--- src/rtl/rrp_pkg.sv ---
// Shared definitions for the redundant-radix (MSDF online) arithmetic blocks:
// derived widths, legal digit range and the on-the-fly converter state encoding.
package rrp_pkg;

  typedef enum logic {
    StAccum = 1'b0,
    StDone  = 1'b1
  } otfc_state_e;

  // Bits per conventional digit.
  function automatic int unsigned calc_k(input int unsigned radix);
    return $clog2(radix);
  endfunction

  // Signed-digit field width (one sign bit on top of K).
  function automatic int unsigned calc_d(input int unsigned radix);
    return calc_k(radix) + 1;
  endfunction

  function automatic int unsigned calc_out_w(input int unsigned radix, input int unsigned width);
    return width * calc_k(radix) + 1;
  endfunction

  function automatic int digit_max(input int unsigned radix);
    return int'(radix) - 1;
  endfunction

  function automatic int digit_min(input int unsigned radix);
    return -(int'(radix) - 1);
  endfunction

endpackage

--- src/rtl/rrp_otfc_step.sv ---
// Combinational on-the-fly conversion step: Q/QM next values from Q, QM and one signed digit,
// built purely from K-bit shifts and concatenation.
module rrp_otfc_step
  import rrp_pkg::*;
#(
  parameter int unsigned RADIX = 4,
  parameter int unsigned WIDTH = 15,
  localparam int unsigned K     = calc_k(RADIX),
  localparam int unsigned D     = calc_d(RADIX),
  localparam int unsigned OUT_W = calc_out_w(RADIX, WIDTH)
) (
  input  logic [OUT_W-1:0] q_i,
  input  logic [OUT_W-1:0] qm_i,
  input  logic [D-1:0]     digit_i,
  output logic [OUT_W-1:0] q_next_o,
  output logic [OUT_W-1:0] qm_next_o
);

  logic [D-1:0] digit_m1;
  logic [K-1:0] q_fld;
  logic [K-1:0] qm_fld;
  logic         digit_neg;
  logic         digit_pos;
  logic         unused_hi;

  // The top K bits are shifted out by every update.
  assign unused_hi = ^{q_i[OUT_W-1:OUT_W-K], qm_i[OUT_W-1:OUT_W-K]};

  always_comb begin
    digit_neg = digit_i[D-1];
    digit_pos = !digit_i[D-1] && (digit_i != '0);
    digit_m1  = digit_i - D'(1);
    // RADIX+d and RADIX-1+d share their low K bits with d and d-1, as RADIX = 2^K.
    q_fld     = digit_i[K-1:0];
    qm_fld    = digit_m1[K-1:0];
    q_next_o  = digit_neg ? {qm_i[OUT_W-K-1:0], q_fld} : {q_i[OUT_W-K-1:0], q_fld};
    qm_next_o = digit_pos ? {q_i[OUT_W-K-1:0], qm_fld} : {qm_i[OUT_W-K-1:0], qm_fld};
  end

endmodule

--- src/rtl/rrp_otfc.sv ---
// Serial MSD-first signed-digit to two's-complement converter with valid/ready handshakes.
// Optional illegal-digit detection is enabled by defining RRP_OTFC_DIGIT_CHECK_EN.
module rrp_otfc
  import rrp_pkg::*;
#(
  parameter int unsigned RADIX = 4,
  parameter int unsigned WIDTH = 15,
  localparam int unsigned K     = calc_k(RADIX),
  localparam int unsigned D     = calc_d(RADIX),
  localparam int unsigned OUT_W = calc_out_w(RADIX, WIDTH)
) (
  input  logic                    clk,
  input  logic                    reset,
  input  logic                    in_valid,
  output logic                    in_ready,
  input  logic [D-1:0]            digit_in,
  output logic                    out_valid,
  input  logic                    out_ready,
  output logic signed [OUT_W-1:0] result,
  output logic                    digit_err
);

  localparam int unsigned CntW = $clog2(WIDTH + 1);

  otfc_state_e             state_q, state_d;
  logic [CntW-1:0]         cnt_q, cnt_d;
  logic signed [OUT_W-1:0] q_q, q_d;
  logic signed [OUT_W-1:0] qm_q, qm_d;
  logic signed [OUT_W-1:0] result_q, result_d;
  logic [OUT_W-1:0]        q_next;
  logic [OUT_W-1:0]        qm_next;
  logic                    accept;

  rrp_otfc_step #(
    .RADIX(RADIX),
    .WIDTH(WIDTH)
  ) u_step (
    .q_i      (q_q),
    .qm_i     (qm_q),
    .digit_i  (digit_in),
    .q_next_o (q_next),
    .qm_next_o(qm_next)
  );

  assign in_ready  = (state_q == StAccum);
  assign out_valid = (state_q == StDone);
  assign result    = result_q;
  assign accept    = in_valid && in_ready;

  always_comb begin
    state_d  = state_q;
    cnt_d    = cnt_q;
    q_d      = q_q;
    qm_d     = qm_q;
    result_d = result_q;
    unique case (state_q)
      StAccum: begin
        if (accept) begin
          if (cnt_q == CntW'(WIDTH - 1)) begin
            // Last digit: publish and rearm Q/QM for the next operand in the same cycle.
            result_d = q_next;
            q_d      = '0;
            qm_d     = '1;
            cnt_d    = '0;
            state_d  = StDone;
          end else begin
            q_d   = q_next;
            qm_d  = qm_next;
            cnt_d = cnt_q + CntW'(1);
          end
        end
      end
      StDone: begin
        if (out_ready) state_d = StAccum;
      end
    endcase
  end

  always_ff @(posedge clk) begin
    if (reset) begin
      state_q  <= StAccum;
      cnt_q    <= '0;
      q_q      <= '0;
      qm_q     <= '1;
      result_q <= '0;
    end else begin
      state_q  <= state_d;
      cnt_q    <= cnt_d;
      q_q      <= q_d;
      qm_q     <= qm_d;
      result_q <= result_d;
    end
  end

`ifdef RRP_OTFC_DIGIT_CHECK_EN
  localparam int DigitMin = digit_min(RADIX);

  logic err_q, err_d;

  assign err_d     = err_q | (accept && (int'($signed(digit_in)) < DigitMin));
  assign digit_err = err_q;

  always_ff @(posedge clk) begin
    if (reset) err_q <= 1'b0;
    else       err_q <= err_d;
  end
`else
  assign digit_err = 1'b0;
`endif

endmodule

--- config.mk ---
export PLATFORM = sky130hd
export DESIGN_NAME = rrp_otfc
export DESIGN_NICKNAME = d
export VERILOG_FILES = /design/src/rtl/rrp_pkg.sv /design/src/rtl/rrp_otfc_step.sv /design/src/rtl/rrp_otfc.sv
export SDC_FILE = /design/constraint.sdc
export NUM_CORES = 1
export LEC_CHECK = 0
export ABC_AREA = 1
export BUFFER_PORTS_ARGS = -buffer_cell sky130_fd_sc_hd__clkbuf_2
export CAP_MARGIN = 20
export CORE_ASPECT_RATIO = 0.75
export CORE_UTILIZATION = 40
export CTS_BUF_LIST = sky130_fd_sc_hd__clkbuf_2
export DETAILED_ROUTE_END_ITERATION = 10
export PLACE_DENSITY_LB_ADDON = 0.05
export SYNTH_ARGS = -nofsm -noshare
export SYNTH_HDL_FRONTEND = slang
export SYNTH_SLANG_ARGS = --single-unit
--- constraint.sdc ---
create_clock -name clk -period 1.15 [get_ports clk]
set_input_delay 0 -clock clk [delete_from_list [all_inputs] [get_ports clk]]
set_output_delay 0 -clock clk [all_outputs]
set_load 0.03 [all_outputs]
### After elaboration in Yosys (flattened, before gate mapping)

Cells that the tools add are included.

| operators by class | value |
|---|---|
| add/sub/neg operators | 2 |
| $mul | 0 |
| divide/modulo/power cells | 0 |
| magnitude comparators | 0 |
| equal/unequal tests | 1 |
| shifts and indexed selects | 0 |
| multiplexer cells | 9 |
| bitwise operators | 1 |
| reduce and logical (&&, ||, !) cells | 6 |

Operator list:

| operator | number |
|---|---|
| $mux 29 | 3 |
| $mux 31 | 1 |
| $add 4x1->4 const B | 1 |
| $eq 4x4->1 const B | 1 |
| $mux 4 | 1 |
| $mux 1 | 3 |
| $reduce_and 3->1 | 1 |
| $reduce_bool 3->1 | 1 |
| $logic_and 1x1->1 | 2 |
| $pmux 1 s2 | 1 |
| $reduce_and 2->1 | 1 |
| $sub 2x1->2 const B | 1 |
| $logic_not 1->1 | 1 |
| $not 1->1 | 1 |

| storage, ports and cells | value |
|---|---|
| flip-flop bits (word level) | 94 |
| bits in latches | 0 |
| memory bits (writable) | 0 |
| memory bits (read-only) | 0 |
| bits of input ports | 7 |
| output and inout port bits | 34 |
| logic and storage cells | 24 |
| memories kept | 0 |

### Logic depth before layout (Yosys ltp)

| logic depth | value |
|---|---|
| word-level depth | 4 |
| gate-level depth with buffers | 8 |
| depth with buffers taken out | 8 |

### Cells and area by module

From an unflattened synthesis, not the netlist that was laid out.

| unflattened totals | value |
|---|---|
| cells, all modules | 659 |
| area total of the unflattened synthesis | 4,513.1 um^2 |

By module, submodules not included:

| module | instances | cells an instance | area an instance (um^2) | seq. area each (um^2) |
|---|---|---|---|---|
| rrp_otfc | 1 | 463 | 3,632.2 | 1,961.9 |
| rrp_otfc_step | 1 | 196 | 880.8 | 0.0 |

### Least setup slack after synthesis

OpenSTA, ideal clock, no wires.

| timing | value |
|---|---|
| path kind | register to register |
| from | register state_q (netlist: out_valid) |
| to | register qm_q[10] |
| library setup time | 0.124 ns |
| data arrival time | 1.477 ns |
| data required time | 1.026 ns |
| setup slack | -0.450 ns |
| stages on the path, launching flop included | 6 |
| path buffers | 0 |
| clock period less this slack | 1.600 ns |
| cells stage by stage | dfxtp_1 inv_1 nand2_4 nor2_8 nor2_2 nand2_1 |

| on the way | value |
|---|---|
| word-level cells in the longest chain between the ends | 3 |

RTL lines:

| element | RTL line | RTL |
|---|---|---|
| start, declared | rrp_otfc.sv:25 | `otfc_state_e state_q, state_d;` |
| start signal, assigned | rrp_otfc.sv:81 | `state_q <= StAccum;` |
| start signal, assigned | rrp_otfc.sv:87 | `state_q <= state_d;` |
| $not 1->1 * | - |  |
| via in_ready | rrp_otfc.sv:15 | `output logic in_ready,` |
| $logic_and 1x1->1 | rrp_otfc.sv:48 | `assign accept = in_valid && in_ready;` |
| $reduce_and 2->1 (no source line) * | - |  |
| end signal, assigned | rrp_otfc.sv:90 | `qm_q <= qm_d;` |
| end, declared | rrp_otfc.sv:28 | `logic signed [OUT_W-1:0] qm_q, qm_d;` |

The timed path passes the listed nets; every way through them passes the cells marked *.
A chain may end at the register's enable or synchronous reset.

### Worst setup path after layout

| timing | value |
|---|---|
| from | register state_q (netlist: out_valid) |
| to | register qm_q[24] |

| on the way | value |
|---|---|
| word-level cells in the longest chain between the ends | 3 |

RTL lines:

| element | RTL line |
|---|---|
| $not 1->1 * | - |
| $logic_and 1x1->1 | rrp_otfc.sv:48 |
| $reduce_and 2->1 (no source line) * | - |

Every way passes the cells marked *; elsewhere a longest branch is shown, timed or not.

==> impl_metrics.tcl <==
set metrics [dict create \
    die_height_um 95.96 \
    drt-initial-drc-count 365 \
    synth_mux_area_frac 0 \
    drive_gt1_frac 0.2904 \
    start_kind "register" \
    row_count 33 \
    p_int_mw 4.464 \
    area_delta_synth_final_pct 42.31 \
    dp_hpwl_um 7957 \
    finalNetCount 826 \
    die_w_um 127.3 \
    portBuffers 39 \
    use_met1 0.3060 \
    hold_viol 0 \
    yosysSeqAreaShare 0.3997 \
    cts_buffers 9 \
    h-tree-depth 3 \
    routed_wl_um 14440 \
    fmax_ghz 0.7500 \
    rsz0062_at_grt "true" \
    ant_nets 0 \
    clk_latency_ps 580 \
    setup_tns_ps -11320 \
    drc 0 \
    start_util 0.4208 \
    yosys.area.top_type "dfxtp_1" \
    critPathMaxFanout 13 \
    dr.pass1.iters 5 \
    antenna_found_initial 0 \
    vdd_drop_max_mv 0.6383 \
    use_met3 0.03947 \
    synth_area_sq_um 4708 \
    finalCritPeriodShare 1.159 \
    power_density_nw_per_um2 972.4 \
    io_pins 41 \
    ys_types 22 \
    numClockSinks 94 \
    syn_area_per_cell_sq_um 6.278 \
    cap_violations 0 \
    synth_top_area_share 0.3997 \
    gp_congestion 0.7605 \
    pwr-share-clk 0.262 \
    synth_nets 758 \
    grt_busiest_layer "met2" \
    hold_path.class "in2reg" \
    status "finished, violations left" \
    yosys_warnings 0 \
    synth-seq-cells 94 \
    synth.area.top_cells "dfxtp_1 40%, nand2_1 24%, nand3_1 8.6%" \
    grt_pass1_wl_um 21720 \
    synthCells 750 \
    violations "setup timing" \
    path_cells "buf_6, nor2_8, buf_12, clkbuf_16, nand3_1, o21ai_1, nand2_1" \
    dieArea_sq_um 12210 \
    core_area_sq_um 11190 \
    wl_per_cell_um 14.73 \
    synth_compound_area_frac 0.08291 \
    critPathMaxStageDelay_ps 410 \
    combPwrFrac 0.193 \
    leakage_nw 3.127 \
    grt_max_degree 51 \
    fin_hold_ws_ps 132.7 \
    dr_total_vias 4886 \
    fin_ws_ps -183.3 \
    grt_overflow 0 \
    period_needed_ps 1333 \
    synth_xor_area_frac 0 \
    skew_ps 25.19 \
    slew_violations 0 \
    synthAdderAreaFrac 0.002657 \
    synth_top_family_by_area "simple AND/OR/NAND/NOR gates" \
    critPathSlowestCell "dfxtp_4" \
    viasPerCell 4.986 \
    cts-root-buf "clkbuf_2" \
    p_sw_frac 0.3149 \
    cp.required_ps 1650 \
    antennaDiodeCount 0 \
    clk_pin_slew_ps 270 \
    arrival_ps 1840 \
    fill_cells 994 \
    report.final.setup_viol 96 \
    p_total_mw 6.516 \
    clock_path_buffers 2 \
    grt_use_met2 0.3821 \
    synthSimpleGateAreaFrac 0.4055 \
    fin_cells 980 \
    grt_pass1_vias 4338 \
    cts_tree "done" \
    p_seq_frac 0.545 \
    p_sw_mw 2.052 \
    critPathKind "reg2reg" \
    dp_cells 930 \
    end_kind "register" \
    grt.total_usage 0.2275 \
]
## cell type report
cell class	instances	area, sq um	area share
inverter	65	247.7	0.03697
timing repair buffer	105	1526	0.2278
clock buffer	9	45.04	0.006723
clock inverter	7	72.57	0.01083
sequential	94	1928	0.2878
multi-input combinational	543	2684	0.4006
tap	157	196.4	0.02932
## what timing repair did
action | CTS | global route
endpoints found under the hold margin | 84 | 0
pin swaps | 0 | 20
gates cloned | 4 | 12
resized for setup | 118 | 119
buffers inserted | 8 | 4
hold buffers | 6 | 0
setup endpoints to repair | 118 | 127
## power by group through the flow
stage / registers [mW] / clock network, mW / logic [mW]
2_1_floorplan: 3.58 / 0 / 0.703
3_3_place_gp: 3.61 / 0 / 0.952
3_5_place_dp: 3.61 / 0 / 0.958
4_1_cts: 3.55 / 1.76 / 1.05
5_1_grt: 3.58 / 1.89 / 1.39
6_report: 3.55 / 1.71 / 1.26
## cells in the mapped netlist
| cell | instances |
|---|---|
| clkbuf_1 | 13 |
| ha_1 | 1 |
| nand3_4 | 1 |
| nor2_1 | 71 |
| nand2_1 | 302 |
| inv_1 | 59 |
| nand3_1 | 81 |
| inv_2 | 5 |
| nand2_4 | 1 |
| nor2_8 | 2 |
| buf_2 | 21 |
| nor2_2 | 1 |
| clkinv_1 | 1 |
| nand2_2 | 1 |
| buf_4 | 5 |
| dfxtp_1 | 94 |
| o21ai_0 | 28 |
| nor2_4 | 2 |
| conb_1 | 1 |
| buf_1 | 5 |
| a21oi_1 | 50 |
| buf_6 | 5 |
## state kept, by name (all words and copies together), names as in the netlist
name,flops
result,31
qm_q,29
cnt_q,4
out_valid,1
q_q,29
## worst max-delay path: cells and delay by family (launching register included)
| family | cells | cell delay [ps] |
|---|---|---|
| AOI/OAI and AO/OA | 1 | 80 |
| buffers and inverters | 3 | 520 |
| DFF | 1 | 410 |
| and+or+nand+nor | 3 | 250 |
## metal layers
layer	vias up	part of all wire
met2	138	0.44
met1	2270	0.49
met4	0	0.0092
li1	2467	-
met5	-	0
met3	11	0.056
## layout by cell type, fill, tap and decap left out, drive strengths merged
cell,netlist,layout
dlygate4sd3,0,6
nor2,76,76
nand3,82,82
a21oi,50,50
clkinv,1,4
dfxtp,94,94
ha,1,1
conb,1,1
clkinvlp,0,3
nand2,304,305
clkbuf,13,25
inv,64,64
o21ai,28,28
buf,36,83
bufinv,0,1
## through the flow
stage	cell area, sq um	utilization	setup slack [ps]
floorplan	4758	-	-158.2
detailed placement	5269	0.4709	-121.1
finish	6700	0.5988	-183.3
global route	6700	0.5988	-276.0
CTS	6010	0.5371	-225.3
global placement	5269	0.4709	-38.77
## worst paths after layout
check	start	endpoint	slack (ps)	depth (start not counted)
max	out_valid$_SDFF_PP0_	qm_q[24]$_SDFFE_PP1P_	-180	7
min	reset	q_q[23]$_SDFFE_PP0P_	130	3
max reg2reg	out_valid$_SDFF_PP0_	qm_q[24]$_SDFFE_PP1P_	-180	7
min reg2reg	q_q[27]$_SDFFE_PP0P_	q_q[27]$_SDFFE_PP0P_	500	2
## kinds of logic after synthesis
| family | Yosys count |
|---|---|
| AO/OA/AOI/OAI | 78 |
| adder cells (fa/ha/maj) | 1 |
| buffers and inverters | 114 |
| flip-flops | 94 |
| other | 1 |
| AND/OR/NAND/NOR | 462 |
(Power assumes the default switching activity.)
